`src/rtl/multicycle_control.sv`:
```
// Multi-cycle control FSM for the RV64 datapath: sequences fetch, decode, execute,
// memory and write-back phases, and tracks retired instructions and fault flags.
module multicycle_control #(
    parameter int unsigned MEM_WAIT_MAX = 16,
    parameter int unsigned CNT_W        = 32
) (
    input  logic             clk,
    input  logic             reset,
    input  logic [6:0]       opcode,
    input  logic [2:0]       funct3,
    input  logic             funct7_b5,
    input  logic             zero,
    input  logic             mem_ready,
    output logic             mem_req,
    output logic             mem_we,
    output logic             iord,
    output logic             ir_write,
    output logic             pc_write,
    output logic             pc_src,
    output logic             reg_write,
    output logic             mem_to_reg,
    output logic             alu_src_b,
    output logic [1:0]       alu_op,
    output logic [1:0]       imm_sel,
    output logic             busy,
    output logic             illegal_op,
    output logic             mem_timeout,
    output logic [CNT_W-1:0] retired
);

    localparam int unsigned WAIT_W = $clog2(MEM_WAIT_MAX + 1);
    localparam logic [WAIT_W-1:0] WaitMax = WAIT_W'(MEM_WAIT_MAX);

    localparam logic [6:0] OpR   = 7'b0110011;
    localparam logic [6:0] OpI   = 7'b0010011;
    localparam logic [6:0] OpLd  = 7'b0000011;
    localparam logic [6:0] OpSd  = 7'b0100011;
    localparam logic [6:0] OpBeq = 7'b1100011;

    typedef enum logic [3:0] {
        StFetch, StDecode, StExecR, StExecI, StAluWb, StMemAddr,
        StMemAcc, StLdWb, StPcInc, StBranch, StTrap
    } state_e;

    state_e             state_q, state_d;
    logic               armed_q;
    logic               fetch_first_q, fetch_first_d;
    logic [WAIT_W-1:0]  wait_cnt_q, wait_cnt_d;
    logic               illegal_q, illegal_d;
    logic               timeout_q, timeout_d;
    logic [CNT_W-1:0]   retired_q, retired_d;
    logic               retire;

    // funct3/funct7_b5 are decoded by the ALU control when alu_op=10.
    logic unused_fields;
    assign unused_fields = ^{funct3, funct7_b5};

    always_comb begin
        state_d    = state_q;
        illegal_d  = illegal_q;
        retire     = 1'b0;
        mem_req    = 1'b0;
        mem_we     = 1'b0;
        iord       = 1'b0;
        ir_write   = 1'b0;
        pc_write   = 1'b0;
        pc_src     = 1'b0;
        reg_write  = 1'b0;
        mem_to_reg = 1'b0;
        alu_src_b  = 1'b0;
        alu_op     = 2'b00;
        imm_sel    = 2'b00;
        // The cycle right after reset is quiet: every control stays low.
        if (armed_q) begin
            unique case (state_q)
                StFetch: begin
                    mem_req  = 1'b1;
                    ir_write = mem_ready;
                    if (mem_ready) state_d = StDecode;
                end
                StDecode: begin
                    unique case (opcode)
                        OpR:         state_d = StExecR;
                        OpI:         state_d = StExecI;
                        OpLd, OpSd:  state_d = StMemAddr;
                        OpBeq:       state_d = StBranch;
                        default: begin
                            state_d   = StTrap;
                            illegal_d = 1'b1;
                        end
                    endcase
                end
                StExecR: begin
                    alu_op  = 2'b10;
                    state_d = StAluWb;
                end
                StExecI: begin
                    alu_src_b = 1'b1;
                    alu_op    = 2'b10;
                    state_d   = StAluWb;
                end
                StAluWb: begin
                    reg_write = 1'b1;
                    pc_write  = 1'b1;
                    retire    = 1'b1;
                    state_d   = StFetch;
                end
                StMemAddr: begin
                    alu_src_b = 1'b1;
                    imm_sel   = (opcode == OpSd) ? 2'b01 : 2'b00;
                    state_d   = StMemAcc;
                end
                StMemAcc: begin
                    mem_req = 1'b1;
                    iord    = 1'b1;
                    mem_we  = (opcode == OpSd);
                    if (mem_ready) state_d = (opcode == OpSd) ? StPcInc : StLdWb;
                end
                StLdWb: begin
                    reg_write  = 1'b1;
                    mem_to_reg = 1'b1;
                    pc_write   = 1'b1;
                    retire     = 1'b1;
                    state_d    = StFetch;
                end
                StPcInc: begin
                    pc_write = 1'b1;
                    retire   = 1'b1;
                    state_d  = StFetch;
                end
                StBranch: begin
                    alu_op   = 2'b01;
                    imm_sel  = 2'b10;
                    pc_write = 1'b1;
                    pc_src   = zero;
                    retire   = 1'b1;
                    state_d  = StFetch;
                end
                StTrap: state_d = StTrap;
                default: state_d = StFetch;
            endcase
        end
    end

    always_comb begin
        fetch_first_d = (state_d == StFetch) && ((state_q != StFetch) || !armed_q);
        retired_d     = retire ? retired_q + CNT_W'(1) : retired_q;
        wait_cnt_d    = wait_cnt_q;
        timeout_d     = timeout_q;
        if ((state_d == StFetch || state_d == StMemAcc) && state_d != state_q) begin
            wait_cnt_d = '0;
        end else if (mem_req && !mem_ready) begin
            if (wait_cnt_q != WaitMax) wait_cnt_d = wait_cnt_q + WAIT_W'(1);
            if (wait_cnt_q >= WaitMax - WAIT_W'(1)) timeout_d = 1'b1;
        end
    end

    always_ff @(posedge clk) begin
        if (reset) begin
            state_q       <= StFetch;
            armed_q       <= 1'b0;
            fetch_first_q <= 1'b1;
            wait_cnt_q    <= '0;
            illegal_q     <= 1'b0;
            timeout_q     <= 1'b0;
            retired_q     <= '0;
        end else begin
            state_q       <= state_d;
            armed_q       <= 1'b1;
            fetch_first_q <= fetch_first_d;
            wait_cnt_q    <= wait_cnt_d;
            illegal_q     <= illegal_d;
            timeout_q     <= timeout_d;
            retired_q     <= retired_d;
        end
    end

    assign busy        = !(state_q == StFetch && fetch_first_q) && (state_q != StTrap);
    assign illegal_op  = illegal_q;
    assign mem_timeout = timeout_q;
    assign retired     = retired_q;

endmodule

```
`config.mk`:
```
export PLATFORM = sky130hd
export DESIGN_NAME = multicycle_control
export DESIGN_NICKNAME = d
export VERILOG_FILES = /design/src/rtl/multicycle_control.sv
export SDC_FILE = /design/constraint.sdc
export NUM_CORES = 1
export LEC_CHECK = 0
export CAP_MARGIN = 15
export CELL_PAD_IN_SITES_DETAIL_PLACEMENT = 2
export CELL_PAD_IN_SITES_GLOBAL_PLACEMENT = 2
export CORE_MARGIN = 1.5
export CORE_UTILIZATION = 31
export CTS_BUF_LIST = sky130_fd_sc_hd__clkbuf_16
export DETAILED_ROUTE_END_ITERATION = 12
export PLACE_DENSITY = 0.86
export SLEW_MARGIN = 20
export SYNTH_ARGS = -nofsm -noshare
export SYNTH_HDL_FRONTEND = slang
export SYNTH_SLANG_ARGS = --single-unit
export TNS_END_PERCENT = 1
```
`constraint.sdc`:
```
create_clock -name clk -period 4 [get_ports clk]
set_input_delay 1.2 -clock clk [delete_from_list [all_inputs] [get_ports clk]]
set_output_delay 1.2 -clock clk [all_outputs]
set_load 0.05 [all_outputs]
```
==> results of run 1 <==
routing by layer:
metal,up-vias,part of all wire,global-route usage
met3,7,0.035,0.0283
met1,1354,0.45,0.272
met5,-,0,0
li1,1294,-,-
met2,49,0.51,0.385
met4,0,0.0078,0.0485
per-stage QoR:
step	area (um2)	hold slack, ns	utilization	setup slack [ns]
2_1_floorplan	2580	0.497	-	-0.119
3_3_place_gp	3300	0.459	0.405	0.0237
3_5_place_dp	3300	0.464	0.405	-0.0321
4_1_cts	3470	0.477	0.427	0.0202
5_1_grt	3480	0.501	0.427	-0.0143
6_report	3480	0.468	0.427	0.0866
cell families after synthesis:
logic type / after synthesis / share of synthesized area
xor gates and xnor gates: 10 / 0.0339
AOI/OAI and AO/OA: 92 / 0.233
DFF: 45 / 0.348
adders and majority gates: 4 / 0.0194
and+or+nand+nor: 131 / 0.292
muxes: 5 / 0.0194
buffers and inverters: 32 / 0.0542
worst max-delay path: cells and delay by family:
| family | cells | cell delay, ns |
|---|---|---|
| buffers and inverters | 2 | 0.63 |
| and+or+nand+nor | 3 | 0.88 |
state kept, by name, summed over array words and instances, names as in the netlist:
signal	flops
armed_q	1
fetch_first_q	1
illegal_op	1
mem_timeout	1
retired	32
state_q	4
wait_cnt_q	5
path summary, 6_finish.rpt:
| check | start | cells past startpoint | slack, ns | end |
|---|---|---|---|---|
| min reg2reg | mem_timeout | 2 | 0.47 | mem_timeout |
| max reg2reg | state_q[2] | 5 | 1.22 | retired[29] |
| max | opcode[0] | 5 | 0.09 | mem_we |
| min | mem_timeout | 2 | 0.47 | mem_timeout |
placed cells by master (no fill, tap or decap), types with 2 or more instances in the layout:
cell type        Yosys  layout
o21ai_0             17      17
or2_2                3       3
xnor2_1              3       3
mux2i_1              5       5
and2_1               3       3
o21a_1               2       2
clkdlybuf4s50_1      0      53
nor3_2               0       2
buf_4                2      12
buf_12               0       3
and4_1               3       3
clkbuf_16            0       5
inv_1               11      12
a21oi_1             35      35
or3_1               13      13
o211ai_1             3       3
and3_1               8       8
a211o_1              2       2
a31oi_1              3       3
xor2_1               7       7
or4_1               11      11
ha_1                 4       4
nor3_1               8       6
dfxtp_1             45      45
nand4_1              6       6
nor2_1              22      22
nand3_1             12      12
o31ai_1             12      12
nor4bb_1             4       3
nand2b_1             6       6
nand2_1             17      17
nor2b_1              5       5
nor4_1               3       3
power by group:
part	internal [uW]	switching, uW
combinational	58.8	83.0
clock	291	186
sequential	460	14.1
area by class of cell:
class / instances / area, um2
fillers: 916 / 4660
multi-input cells: 242 / 1560
flip-flops and latches: 45 / 901
repair buffers: 68 / 681
well taps: 105 / 131
clock buffers: 5 / 125
inverters: 11 / 41.3
clock inverters: 3 / 37.5
cell usage after synthesis, types with 3 or more instances:
master and instances:
mux2i_1 5, nor2b_1 5, or4_1 11, nand4_1 6, buf_2 3, nand2b_1 6
or3_1 13, xnor2_1 3, nor4_1 3, a21oi_1 35, nand2_1 17, nor3_1 8
and2_1 3, o21ai_0 17, nor2_1 22, dfxtp_1 45, inv_1 11, a31oi_1 3
o31ai_1 12, clkbuf_1 12, and3_1 8, or2_2 3, nand3_1 12, and4_1 3
ha_1 4, xor2_1 7, nor4bb_1 4, o211ai_1 3
==> reports/metrics.yaml, run 1 <==
status:
  status: "completed"
cts:
  cts-root-buf: "clkbuf_16"
  ctsHoldBuffers: 0
  cts.clk_slew.worst_paths_ns: 0.06
  h-tree-depth: 2
  post-cts-setup-buffers: 0
  clock-sinks: 45
  clock_latency_ns: 0.30
  clock_path_buffers: 2
  cts_resized: 2
  numCtsBuffers: 5
  cts_tree: "yes"
synthesis:
  yosysWarnings: 0
  synth_ff_type: "dfxtp_1"
  yosys_register_bits: 45
  synth_nets: 338
  ys_async_sr_fraction: 0
  synth-edff-count: 0
  syn_avg_cell_area_um2: 8.10
  yosys.area.top_type: "dfxtp_1"
  synth.area.top_cells: "dfxtp_1, a21oi_1, o31ai_1, o21ai_0, nor2_1"
  syn-cell-area_um2: 2580
  netlist.area_leader.share: 0.348
  syn-instance-count: 319
  ys_types: 59
  ys_seq_area_frac: 0.348
pwr:
  p_per_area_nw_per_um2: 314
  total_power_uw: 1090
  power_leakage_uw: 0.00118
  ir_worst_vdd_uv: 145
placed_design:
  dp_hpwl_um: 6290
  dp.cells: 471
  io_buffers: 58
  gp_congestion: 0.821
drt:
  routed_wl_um: 9260
  drt_iter0_drc: 96
  firstDrtPassIters: 4
  viasPerCell: 5.65
  route.detailed.drc: 0
  postRouteAntennaNets: 0
  dr_total_vias: 2704
  wire_per_inst_um: 19.3
worst_setup_path:
  path_cells: "clkdlybuf4s50_1, nor4bb_2, nand3_1, nor3_2, buf_12"
  cp_max_fo: 3
  cp_data_arrival_time_ns: 2.71
  cp-start-kind: "primary input"
  required_ns: 2.80
  cp-end-kind: "primary output"
  cpPeakStageDelay_ns: 0.46
  critPathKind: "primary input to primary output"
  critPathSlowestCell: "clkdlybuf4s50_1"
timing:
  max_freq_ghz: 0.256
  tns_ns: 0
  drv_slew: 0
  slew_headroom: 0.274
  tightest_slew_ns: 1.09
  final-hold-violation-count: 0
  fin_crit_sh: 0.978
  layout_min_cycle_time_ns: 3.91
  setup_viol: 0
  fin_skew_ns: 0.0146
die:
  io_pins: 63
  die_w_um: 94.3
  die-area_um2: 8900
  rows: 33
  core_area_um2: 8130
  die_h_um: 94.3
  start_util: 0.318
grt:
  grt_pass1_wl_um: 15000
  grt_pass1_vias: 2908
  antenna_found_initial: 0
  gr-total-overflow: 0
  grt_usage: 0.215
  grt_max_degree: 32
layout:
  area_delta_synth_final_pct: 34.5
  instances_no_fill: 479
  diodes: 0
  drive_above_1_share: 0.0882
  nets: 392
flow_run:
  drv_cap: 0
hold_path:
  holdCritPathClass: "flip-flop to flip-flop"
No activity file was read; power rests on OpenSTA's default activity.
==> run 2, diff against run 1 <==
--- a/config.mk
+++ b/config.mk
@@ -5,6 +5,7 @@
 export SDC_FILE = /design/constraint.sdc
 export NUM_CORES = 1
 export LEC_CHECK = 0
+export ABC_CLOCK_PERIOD_IN_PS = 4000
 export CAP_MARGIN = 15
 export CELL_PAD_IN_SITES_DETAIL_PLACEMENT = 2
 export CELL_PAD_IN_SITES_GLOBAL_PLACEMENT = 2
@@ -13,7 +14,6 @@
 export CTS_BUF_LIST = sky130_fd_sc_hd__clkbuf_16
 export DETAILED_ROUTE_END_ITERATION = 12
 export PLACE_DENSITY = 0.86
-export SLEW_MARGIN = 20
 export SYNTH_ARGS = -nofsm -noshare
 export SYNTH_HDL_FRONTEND = slang
 export SYNTH_SLANG_ARGS = --single-unit
==> results of run 2 <==
Final layout, timing and power as in run 1 (identical DEF).
